$ cat config.mk
export PLATFORM = sky130hd
export DESIGN_NAME = pc_sequencer
export DESIGN_NICKNAME = d
export VERILOG_FILES = /design/src/rtl/pc_sequencer_pkg.sv /design/src/rtl/pc_sequencer_ras_stack.sv /design/src/rtl/pc_sequencer.sv
export SDC_FILE = /design/constraint.sdc
export NUM_CORES = 1
export LEC_CHECK = 0
export CAP_MARGIN = 20
export CORE_MARGIN = 2
export CORE_UTILIZATION = 44
export CTS_BUF_LIST = sky130_fd_sc_hd__clkbuf_4 sky130_fd_sc_hd__clkbuf_8 sky130_fd_sc_hd__clkbuf_16
export DETAILED_ROUTE_END_ITERATION = 8
export GPL_TIMING_DRIVEN = 0
export PLACE_DENSITY = 0.77
export SETUP_SLACK_MARGIN = 0.5
export SYNTH_ARGS = -nofsm -noshare
export SYNTH_HDL_FRONTEND = slang
export SYNTH_SLANG_ARGS = --single-unit
$ cat constraint.sdc
create_clock -name clk -period 2.3 [get_ports clk]
set_clock_uncertainty 0.2 [all_clocks]
set_input_delay 0.23 -clock clk [delete_from_list [all_inputs] [get_ports clk]]
set_output_delay 0.23 -clock clk [all_outputs]
set_load 0.1 [all_outputs]
$ cat src/rtl/pc_sequencer_pkg.sv
// pc_sequencer_pkg
// Shared definitions for the program-counter stage: default address width,
// reset PC, the next-PC mux select codes and a small sizing helper.
package pc_sequencer_pkg;

   localparam int PC_ADDR_W = 19;
   localparam logic [PC_ADDR_W-1:0] PC_RESET_PC = '0;

   // Select codes for the external 4:1 next-PC mux (i1..i4).
   typedef enum logic [1:0] {
      SEL_SEQ = 2'b00,
      SEL_BR  = 2'b01,
      SEL_JMP = 2'b10,
      SEL_RET = 2'b11
   } sel_e;

   // Counter width able to hold 0..depth inclusive.
   function automatic int cnt_w(input int depth);
      return $clog2(depth) + 1;
   endfunction

endpackage

$ cat src/rtl/pc_sequencer_ras_stack.sv
// pc_sequencer_ras_stack
// Return-address LIFO with circular storage. A push into a full stack
// overwrites the oldest entry and leaves the count saturated at DEPTH.
// Ports:
//   clk, rst_n  clock / async active-low reset
//   push, pop   stack operations (push wins if both are asserted)
//   din         value to push
//   top         most recent entry, 0 when empty
//   count       number of valid entries (0..DEPTH)
//   full, empty status
module pc_sequencer_ras_stack
   import pc_sequencer_pkg::*;
#(
   parameter int W     = PC_ADDR_W,
   parameter int DEPTH = 4
) (
   input  logic                     clk,
   input  logic                     rst_n,
   input  logic                     push,
   input  logic                     pop,
   input  logic [W-1:0]             din,
   output logic [W-1:0]             top,
   output logic [cnt_w(DEPTH)-1:0]  count,
   output logic                     full,
   output logic                     empty
);

   localparam int PTR_W = $clog2(DEPTH);
   localparam int CNT_W = cnt_w(DEPTH);

   logic [DEPTH-1:0][W-1:0] mem;
   // ptr is the next write slot; DEPTH is a power of two so it wraps for free,
   // which is exactly what makes a full push land on the oldest entry.
   logic [PTR_W-1:0]        ptr;
   logic [PTR_W-1:0]        top_idx;

   assign top_idx = ptr - PTR_W'(1);
   assign full    = (count == CNT_W'(DEPTH));
   assign empty   = (count == '0);
   assign top     = empty ? '0 : mem[top_idx];

   always_ff @(posedge clk or negedge rst_n) begin
      if (!rst_n) begin
         mem   <= '0;
         ptr   <= '0;
         count <= '0;
      end else if (push) begin
         mem[ptr] <= din;
         ptr      <= ptr + PTR_W'(1);
         if (!full)
            count <= count + CNT_W'(1);
      end else if (pop && !empty) begin
         ptr   <= top_idx;
         count <= count - CNT_W'(1);
      end
   end

endmodule

$ cat src/rtl/pc_sequencer.sv
// pc_sequencer
// Program-counter stage wrapped around the external 4:1 next-PC mux. Builds
// the four candidates and the select, then registers the mux output as the
// new PC every un-stalled cycle. Holds a return-address stack for call/ret.
// Ports:
//   clk, rst_n        clock / async active-low reset
//   stall             hold PC, RAS and flags this cycle
//   branch_taken      conditional branch taken, target pc+branch_offset
//   branch_offset     signed PC-relative offset
//   jump, call, ret   control flow requests (priority ret > call > jump > branch)
//   jump_target       absolute target for jump/call
//   mux_q             next-PC mux output
//   mux_s             mux select (00 seq, 01 br, 10 jmp/call, 11 ret)
//   cand_seq/br/jmp/ret  mux inputs i1..i4
//   pc                current PC
//   ras_overflow      one-cycle pulse after a push into a full RAS
//   ras_underflow     one-cycle pulse after a ret with an empty RAS
module pc_sequencer
   import pc_sequencer_pkg::*;
#(
   parameter int                ADDR_W    = PC_ADDR_W,
   parameter int                RAS_DEPTH = 4,
   parameter logic [ADDR_W-1:0] RESET_PC  = '0
) (
   input  logic              clk,
   input  logic              rst_n,
   input  logic              stall,
   input  logic              branch_taken,
   input  logic [ADDR_W-1:0] branch_offset,
   input  logic              jump,
   input  logic              call,
   input  logic              ret,
   input  logic [ADDR_W-1:0] jump_target,
   input  logic [ADDR_W-1:0] mux_q,
   output logic [1:0]        mux_s,
   output logic [ADDR_W-1:0] cand_seq,
   output logic [ADDR_W-1:0] cand_br,
   output logic [ADDR_W-1:0] cand_jmp,
   output logic [ADDR_W-1:0] cand_ret,
   output logic [ADDR_W-1:0] pc,
   output logic              ras_overflow,
   output logic              ras_underflow
);

   sel_e sel;
   logic do_push, do_pop;
   logic ras_full, ras_empty;
   logic [cnt_w(RAS_DEPTH)-1:0] ras_count;

   // Modulo-2^ADDR_W arithmetic falls out of the fixed-width adders.
   assign cand_seq = pc + ADDR_W'(1);
   assign cand_br  = pc + branch_offset;
   assign cand_jmp = jump_target;

   // A ret always shadows a simultaneous call, even when it has nothing to
   // pop and just falls through.
   always_comb begin
      sel = SEL_SEQ;
      if (ret)
         sel = ras_empty ? SEL_SEQ : SEL_RET;
      else if (call || jump)
         sel = SEL_JMP;
      else if (branch_taken)
         sel = SEL_BR;
   end

   assign mux_s   = sel;
   assign do_push = !stall && call && !ret;
   assign do_pop  = !stall && ret && !ras_empty;

   pc_sequencer_ras_stack #(
      .W     (ADDR_W),
      .DEPTH (RAS_DEPTH)
   ) u_ras (
      .clk   (clk),
      .rst_n (rst_n),
      .push  (do_push),
      .pop   (do_pop),
      .din   (cand_seq),
      .top   (cand_ret),
      .count (ras_count),
      .full  (ras_full),
      .empty (ras_empty)
   );

   always_ff @(posedge clk or negedge rst_n) begin
      if (!rst_n) begin
         pc            <= RESET_PC;
         ras_overflow  <= 1'b0;
         ras_underflow <= 1'b0;
      end else begin
         ras_overflow  <= do_push && ras_full;
         ras_underflow <= !stall && ret && ras_empty;
         if (!stall)
            pc <= mux_q;
      end
   end

endmodule

Word-level counts from Yosys, hierarchy flattened
Index checks and enable logic that the tools add are counted.
{"block": "totals", "output_inout_bits": 99, "register_bits": 102, "elab_cells": 50, "inputBits": 64}
{"block": "op_classes", "n_addsub": 6, "muxes": 15, "eq_ne": 2, "reduce_logical": 15, "n_lt_le_gt_ge": 3}
{"operator": "$bwmux 76", "count": 1}
{"operator": "$mux 19", "count": 3}
{"operator": "$bmux 19 s2", "count": 1}
{"operator": "$demux 19 s2", "count": 1}
{"operator": "$add 19x1->19 const B", "count": 1}
{"operator": "$add 19x19->19", "count": 1}
{"operator": "$mux 2", "count": 5}
{"operator": "$mux 3", "count": 3}
{"operator": "$logic_and 1x1->1", "count": 8}
{"operator": "$lt 2x3->1 const B", "count": 2}
{"operator": "$add 3x1->3 const B", "count": 1}
{"operator": "$eq 3x3->1 const B", "count": 1}
{"operator": "$logic_not 1->1", "count": 3}
{"operator": "$logic_not 3->1", "count": 1}
{"operator": "$sub 3x1->3 const B", "count": 1}
{"operator": "$add 2x1->2 const B", "count": 1}
{"operator": "$ge 2x1->1 const B", "count": 1}
{"operator": "$ne 2x2->1 const B", "count": 1}
{"operator": "$reduce_and 2->1", "count": 1}
{"operator": "$reduce_bool 2->1", "count": 1}
{"operator": "$sub 2x1->2 const B", "count": 1}
{"operator": "$logic_or 1x1->1", "count": 1}
{"operator": "$mux 1", "count": 1}

Depth between registers and ports, before layout
Gate-level depths: netlist of the first run.
{"block": "depth", "depth_word": 6, "mapped_depth": 9, "ltp_nobuf": 9}

Hierarchy
Synthesis of the first run repeated with hierarchy kept, for this count alone.
{"block": "unflattened", "hier_cells": 492, "area_unflattened_um2": 6012.0}
{"module": "pc_sequencer_ras_stack", "instances": 1, "cells_per_inst": 241, "area_per_inst_um2": 3782.4, "seq_area_each_um2": 2026.9}
{"module": "pc_sequencer", "instances": 1, "cells_per_inst": 251, "area_per_inst_um2": 2229.6, "seq_area_each_um2": 525.5}

Worst setup path before layout of the first run
Ideal clock, no wire load.
{"block": "synth_timing", "path_type": "register -> output", "start": "reg pc[0]", "end": "out cand_br[18]", "slack_ns": -2.299, "stages_incl_launch_ff": 10, "arrival_ns": 4.169, "path_cell_list": "dfrtp_1 > ha_1 > inv_1 > fa_1 > nand2b_1 > a21oi_1 > o211ai_2 > o31ai_2 > o31ai_2 > xnor2_1"}
{"block": "synth_via", "elab_chain_len": 1}
{"element": "start: declaration", "line": "pc_sequencer.sv:40", "rtl": "output logic [ADDR_W-1:0] pc,"}
{"element": "start signal: assignment", "line": "pc_sequencer.sv:95", "rtl": "pc <= mux_q;"}
{"element": "$add 19x19->19", "line": "pc_sequencer.sv:52", "rtl": "assign cand_br = pc + branch_offset;"}
{"element": "end: declaration", "line": "pc_sequencer.sv:37", "rtl": "output logic [ADDR_W-1:0] cand_br,"}
No other way between the ends.

Worst setup path after layout of the first run
{"block": "layout_timing", "start": "reg pc[3]", "end": "out cand_br[12]"}
The elaborated chain is that of the path after synthesis.

==> out/metrics.cfg, run 1 <==
[yosys]
ys.warnings.count=0
synth_edf_count=0
synth_area_sq_um=5800
yosys_most_used_dff=dfrtp_1
synth_area_leader_cell=dfrtp_1
syn_inst=568
syn_avg_cell_area_sq_um=10.2
syn_nets=657
synth_top_area_share_pct=44.0
seq_area_frac_synth_pct=44.0
synthTopCellsByArea=dfrtp_1 44%, a21oi_1 7.6%, mux4_2 7.4%
ys_ff_latch=102
ys_types=46
synth-async-reset-ratio_pct=100

[sta]
setup_ws_ps=-1040
rsz0062_at_grt=yes
layout_min_cycle_time_ps=3340
max_freq_ghz=0.300
relSlewSlack_pct=48.9
report.final.slew_viol_count=0
tightest_slew_ps=767
fin_hold_ws_ps=118
final-hold-violation-count=0
tns_ps=-28860
timing.final.crit_share_pct=145
setup_violations=94

[global_routing]
grt_pass1_vias=6087
antenna_found_initial=1
grt_usage_pct=31.3
overflow=0
grt_max_degree=55
grt_pass1_wl_um=34300

[route]
drc=0
vias=6511
first_iter_violations=775
wl_per_cell_um=29.6
dr.pass1.iters=5
routed_wl_um=30300
ant_nets=0
vias_per_cell=6.36

[setup_path]
crit_path_max_fanout=4
worst_ep_required_time_ps=1870
crit_type=flop to output pin
cp-start-kind=flop
worstSetupEndpointType=output pin
worstPathArrival_ps=2910

[placed_design]
gp_congestion=0.862
portBuffers=142
place_ws_ps=-1790
place_area_sq_um=8410
hpwl_um=11800

[floorplan]
initial_core_util_pct=45.6
dieArea_sq_um=14100
dieWidth_um=119
die_h_um=119
rows=41
coreArea_sq_um=12700
ioPinCount=163

[cells_and_area]
layout_common_cells=106 x buf_4, 83 x dfrtp_1, 75 x nor2_1
drive_gt1_share_pct=66.7
area_growth_pct=97.2
finalNetCount=934
design_area_sq_um=11400
final_common_cell=buf_4

[clocking]
cts_buffer_depth=2
cts_tree=done
clk_latency_ps=360
cts_sinks=102
cts_made_buffers=9
htreeDepth=3
cts_root_buf=clkbuf_16
clk_pin_slew_ps=80

[run_status]
violations=negative setup slack
outcome=finished with violations

[power_and_ir_drop]
p_int_mw=9.30
switching_share_pct=51.3
switching_power_mw=9.79
cellLeakagePower_nw=4.77
p_comb_share_pct=74.0
clkPwrFrac_pct=8.5
powerDensity_nw_per_um2=1670
pwr-share-seq_pct=17.4
max-vdd-ir-drop_mv=1.14

[worst_hold_path]
hold_path_class=input pin to flop

[run]
cap_viol_max_count=0

[sequential cells by signal, indices dropped and copies added, names as in the netlist]
register       count
u_ras.ptr          2
ras_underflow      1
u_ras.mem         76
u_ras.count        3
ras_overflow       1
pc                19
[path summary, 6_finish.rpt]
path                       cells after the start  slack [ps]                 startpoint                         to
setup / recovery                               8       -1040          pc[3]$_DFFE_PN0N_                cand_br[12]
hold / removal                                 4         120                        ret    ras_underflow$_DFF_PN0_
setup reg to reg                              12        -240          pc[0]$_DFFE_PN0N_  u_ras.mem[13]$_DFFE_PN0P_
hold reg to reg                                1         320  u_ras.mem[38]$_DFFE_PN0P_  u_ras.mem[38]$_DFFE_PN0P_
max in group asynchronous                      3         890                      rst_n         pc[12]$_DFFE_PN0N_
min in group asynchronous                      2         260                      rst_n          pc[0]$_DFFE_PN0N_
[cell type report]
class                      instances  area, sq um
buffer                            46          465
clock buffer                      14          288
clock inverter                     2         13.8
inverter                          28          161
antenna                            1         2.50
tap                              172          215
fill                             452         1280
multi-input combinational        392         4540
sequential                       102         2610
timing repair buffer             266         3140
[synthesized netlist by cell type (2+ instances only)]
| library cell | n |
|---|---|
| mux4_2 | 19 |
| ha_1 | 23 |
| nor2b_1 | 21 |
| nor3_1 | 4 |
| buf_4 | 31 |
| o22a_1 | 2 |
| o21bai_1 | 2 |
| and3_4 | 2 |
| mux2_2 | 27 |
| a21oi_1 | 88 |
| nand4_1 | 5 |
| and3_1 | 4 |
| mux2i_1 | 2 |
| nand2b_1 | 7 |
| buf_1 | 2 |
| nand2_1 | 17 |
| o31ai_2 | 2 |
| o21ai_0 | 8 |
| fa_1 | 2 |
| clkbuf_1 | 4 |
| inv_1 | 28 |
| a31oi_1 | 2 |
| xnor2_1 | 17 |
| buf_2 | 8 |
| dfrtp_1 | 102 |
| nor2_1 | 83 |
| nand3_1 | 14 |
| and2_1 | 5 |
| xor2_1 | 20 |
[timing repair]
| item | CTS | global route |
|---|---|---|
| pin swaps | 46 | 41 |
| cloned | 1 | 1 |
| buffers inserted | 65 | 55 |
| endpoints found under the setup margin | 169 | 133 |
| hold buffers | 1 | 0 |
| hold endpoints to repair | 48 | 0 |
| gates resized for setup | 769 | 164 |
[critical path, stage by stage (launching register included)]
cell and delay, ps:
dfrtp_4 520, ha_4 280, o211ai_1 480, a21oi_4 90, o211ai_4 340, a21oi_4 120
or4_4 450, nand3_4 80, buf_12 170
[power groups by stage]
stage	Sequential [mW]	Clock, mW	Combinational, mW
after detailed placement	3.10	0	10.2
after global routing	3.34	1.68	14.5
after floorplan	3.22	0	8.03
final	3.33	1.63	14.1
after CTS	3.06	1.52	12.7
after global placement	3.03	0	10.0
[per-layer routing]
metal	part of all wire [%]	track usage, %	vias up
li1	-	-	2487
met1	34	38.0	3214
met2	48	52.9	627
met3	11	7.28	183
met4	6.9	14.4	0
met5	0	0	-
[per-stage QoR]
stage | power (mW) | instances | util (%)
after floorplan | 11.3 | 568 | -
after global placement | 13.1 | 882 | 65.9
after detailed placement | 13.3 | 883 | 66.1
after CTS | 17.3 | 966 | 81.4
after global routing | 19.5 | 1023 | 89.9
final | 19.1 | 1023 | 89.9
[kinds of logic after synthesis]
group / count (synthesis) / synth area share [%]
DFF: 102 / 44.0
buffers and inverters: 74 / 6.99
AOI/OAI and AO/OA: 115 / 11.2
and+or+nand+nor: 167 / 13.6
muxes: 48 / 13.0
xor gates and xnor gates: 37 / 5.59
adders and majority gates: 25 / 5.65
Power figures use the tool's default switching activity.
==> run 2, diff against run 1 <==
GPL_ROUTABILITY_DRIVEN = 1   (was unset)
==> results of run 2 <==
The final DEF is identical to that of run 1; final timing and power are the same.
==> run 3, diff against run 2 <==
CORE_MARGIN = 5   (was 2)
==> run 3 against run 2 <==
Effect of this change:
- cell count is essentially flat
- clock power grew 12%
- first-iteration DRC count shrank 26%
- the flow still finishes with violations (negative setup slack)
- largest power group unchanged
- highest routed layer unchanged
- critical endpoint unchanged
- critical path depth is the same
==> out/metrics.cfg, run 3 (synthesis gave the netlist of run 1 again) <==
[clocking]
clk_pin_slew_ps=80  ; about the same
htreeDepth=3  ; unchanged
cts_root_buf=clkbuf_16  ; unchanged
cts_sinks=102  ; unchanged
cts_tree=done  ; unchanged
cts_made_buffers=9  ; unchanged
clk_latency_ps=350  ; was 360 ps
cts_buffer_depth=2  ; unchanged

[global_routing]
grt_pass1_wl_um=35600  ; was 34,300 um
grt_max_degree=53  ; was 55
antenna_found_initial=0  ; was 1
grt_usage_pct=28.7  ; was 31.3%
overflow=0  ; unchanged
grt_pass1_vias=6232  ; was 6,087

[sta]
layout_min_cycle_time_ps=3190  ; was 3340 ps
final-hold-violation-count=0  ; unchanged
tns_ps=-38070  ; was -28,860 ps
setup_ws_ps=-889  ; was -1040 ps
setup_violations=120  ; was 94
tightest_slew_ps=722  ; was 767 ps
relSlewSlack_pct=51.8  ; was 48.9%
timing.final.crit_share_pct=139  ; was 145%
report.final.slew_viol_count=0  ; unchanged
rsz0062_at_grt=yes  ; unchanged
max_freq_ghz=0.314  ; was 0.300 GHz

[route]
routed_wl_um=28300  ; was 30,300 um
first_iter_violations=574  ; was 775
ant_nets=0  ; unchanged
dr.pass1.iters=7  ; was 5
drc=0  ; unchanged
vias=6276  ; was 6,511
vias_per_cell=6.14  ; was 6.36
wl_per_cell_um=27.7  ; was 29.6 um

[power_and_ir_drop]
cellLeakagePower_nw=4.72  ; was 4.77 nW
fin_total_pwr_mw=18.9  ; was 19.1 mW
powerDensity_nw_per_um2=1680  ; was 1670 nW/um^2
max-vdd-ir-drop_mv=1.05  ; was 1.14 mV

[cells_and_area]
final_common_cell=buf_4  ; unchanged
finalNetCount=930  ; was 934
n_antenna_cell=0  ; was 1
top_regs=u_ras.mem: 76 flops, pc: 19 flops, u_ras.count: 3 flops  ; unchanged
finalNonFillerCells=1022  ; was 1,023
largest_reg_flops=76  ; unchanged
fillers=475  ; was 452
regMostFlops=u_ras.mem  ; unchanged
area_growth_pct=94.8  ; was 97.2%
layout_common_cells=108 x buf_4, 83 x dfrtp_1, 77 x nor2_1  ; was 106 x buf_4, 83 x dfrtp_1, 75 x nor2_1
drive_gt1_share_pct=66.2  ; was 66.7%
final_util_pct=86.3  ; was 89.9%

[setup_path]
cpPeakStageDelay_ps=530  ; was 520 ps
r2r_start=pc[0]$_DFFE_PN0N_  ; unchanged
crit_buf_inv=1  ; unchanged
slowest_stage=dfrtp_4  ; unchanged
crit_chain=ha_4 -> a21oi_1 -> nand2_1 -> o211ai_4 -> a21oi_4 -> or4_4 -> nand3_4 -> buf_12  ; was ha_4 -> o211ai_1 -> a21oi_4 -> o211ai_4 -> a21oi_4 -> or4_4 -> nand3_4 -> buf_12
crit_path_max_fanout=4  ; unchanged
cp-start-kind=flop  ; unchanged
worstPathArrival_ps=2760  ; was 2910 ps
worstSetupEndpointType=output pin  ; unchanged
path_delay_family=compound AO/OA/AOI/OAI gates  ; unchanged
crit_type=flop to output pin  ; unchanged
worst_ep_required_time_ps=1870  ; about the same
crit_start=pc[5]$_DFFE_PN0N_  ; was pc[3]$_DFFE_PN0N_

[floorplan]
die_h_um=125  ; was 119 um
coreArea_sq_um=13100  ; was 12,700 sq um
dieArea_sq_um=15600  ; was 14,100 sq um
initial_core_util_pct=44.3  ; was 45.6%
dieWidth_um=125  ; was 119 um
ioPinCount=163  ; unchanged
rows=42  ; was 41

[placed_design]
gp_congestion=0.771  ; was 0.862
hpwl_um=12400  ; was 11,800 um
placed_cells=887  ; was 883
portBuffers=142  ; unchanged

[run]
cap_viol_max_count=0  ; unchanged

[worst_hold_path]
min_from=ret  ; unchanged
hold_path_class=input pin to flop  ; unchanged

[run_status]
violations=negative setup slack  ; unchanged
outcome=finished with violations  ; unchanged

run 3: cell types whose count changed in the layout (fill, tap and decap cells not counted), sizes merged:
cell / change
bufbuf: +1
clkbuf: -5
clkinvlp: +2
clkinv: -1
diode: -1
buf: -5
bufinv: +3
inv: +1
run 3: cell type report:
type	count	area (sq um)	area share, %
clock inverter	7	123	1.09
clock buffer	9	225	1.99
tap	176	220	1.95
sequential	102	2610	23.1
timing repair buffer	262	3050	27.0
inverter	28	154	1.36
multi-input combinational	392	4490	39.8
buffer	46	425	3.77
run 3: final timing paths:
path,end,slack (ps),depth (start not counted)
setup / recovery,cand_br[12],-890,8
hold / removal,ras_underflow$_DFF_PN0_,150,4
setup reg to reg,u_ras.mem[16]$_DFFE_PN0P_,-380,16
hold reg to reg,u_ras.mem[39]$_DFFE_PN0P_,330,1
max in group asynchronous,u_ras.count[1]$_DFFE_PN0P_,890,3
min in group asynchronous,u_ras.mem[19]$_DFFE_PN0P_,290,2
run 3: per-stage QoR:
step / worst slack (ps) / cell area, sq um / hold WS (ps)
2_1_floorplan: -819 / 6740 / -266
3_3_place_gp: -3500 / 8390 / 284
3_5_place_dp: -1740 / 8410 / 112
4_1_cts: -834 / 10600 / 107
5_1_grt: -963 / 11300 / 180
6_report: -889 / 11300 / 155
run 3: worst reg2reg max path: stages (launching register included):
cell and delay, ps:
dfrtp_4 510, buf_6 130, buf_6 100, buf_6 100, buf_6 100, buf_6 110, buf_12 120, ha_4 160
inv_2 70, nor2_4 50, and3_4 180, buf_6 130, nand3_4 80, xor2_2 190, buf_4 150, buf_6 120
a21oi_2 60
run 3: layer usage:
metal  GRT usage [%]  vias to the layer above  wire, um
met5               0                        -         0
met4            11.6                        0      1780
met3            6.73                      170      2700
li1                -                     2482         -
met1            35.0                     3100      9850
met2            49.0                      524     14000
run 3: report_power, final:
part           internal [mW]  switching, mW
sequential              2.58          0.745
clock                   1.07          0.756
combinational           5.70           8.10
total                   9.35           9.60
run 3: what timing repair did:
item	in CTS	in global routing
setup endpoints to repair	169	139
resized for setup	813	79
endpoints found under the hold margin	51	0
pin swaps	48	40
hold buffers	1	0
buffers inserted	73	42
gates cloned	1	2
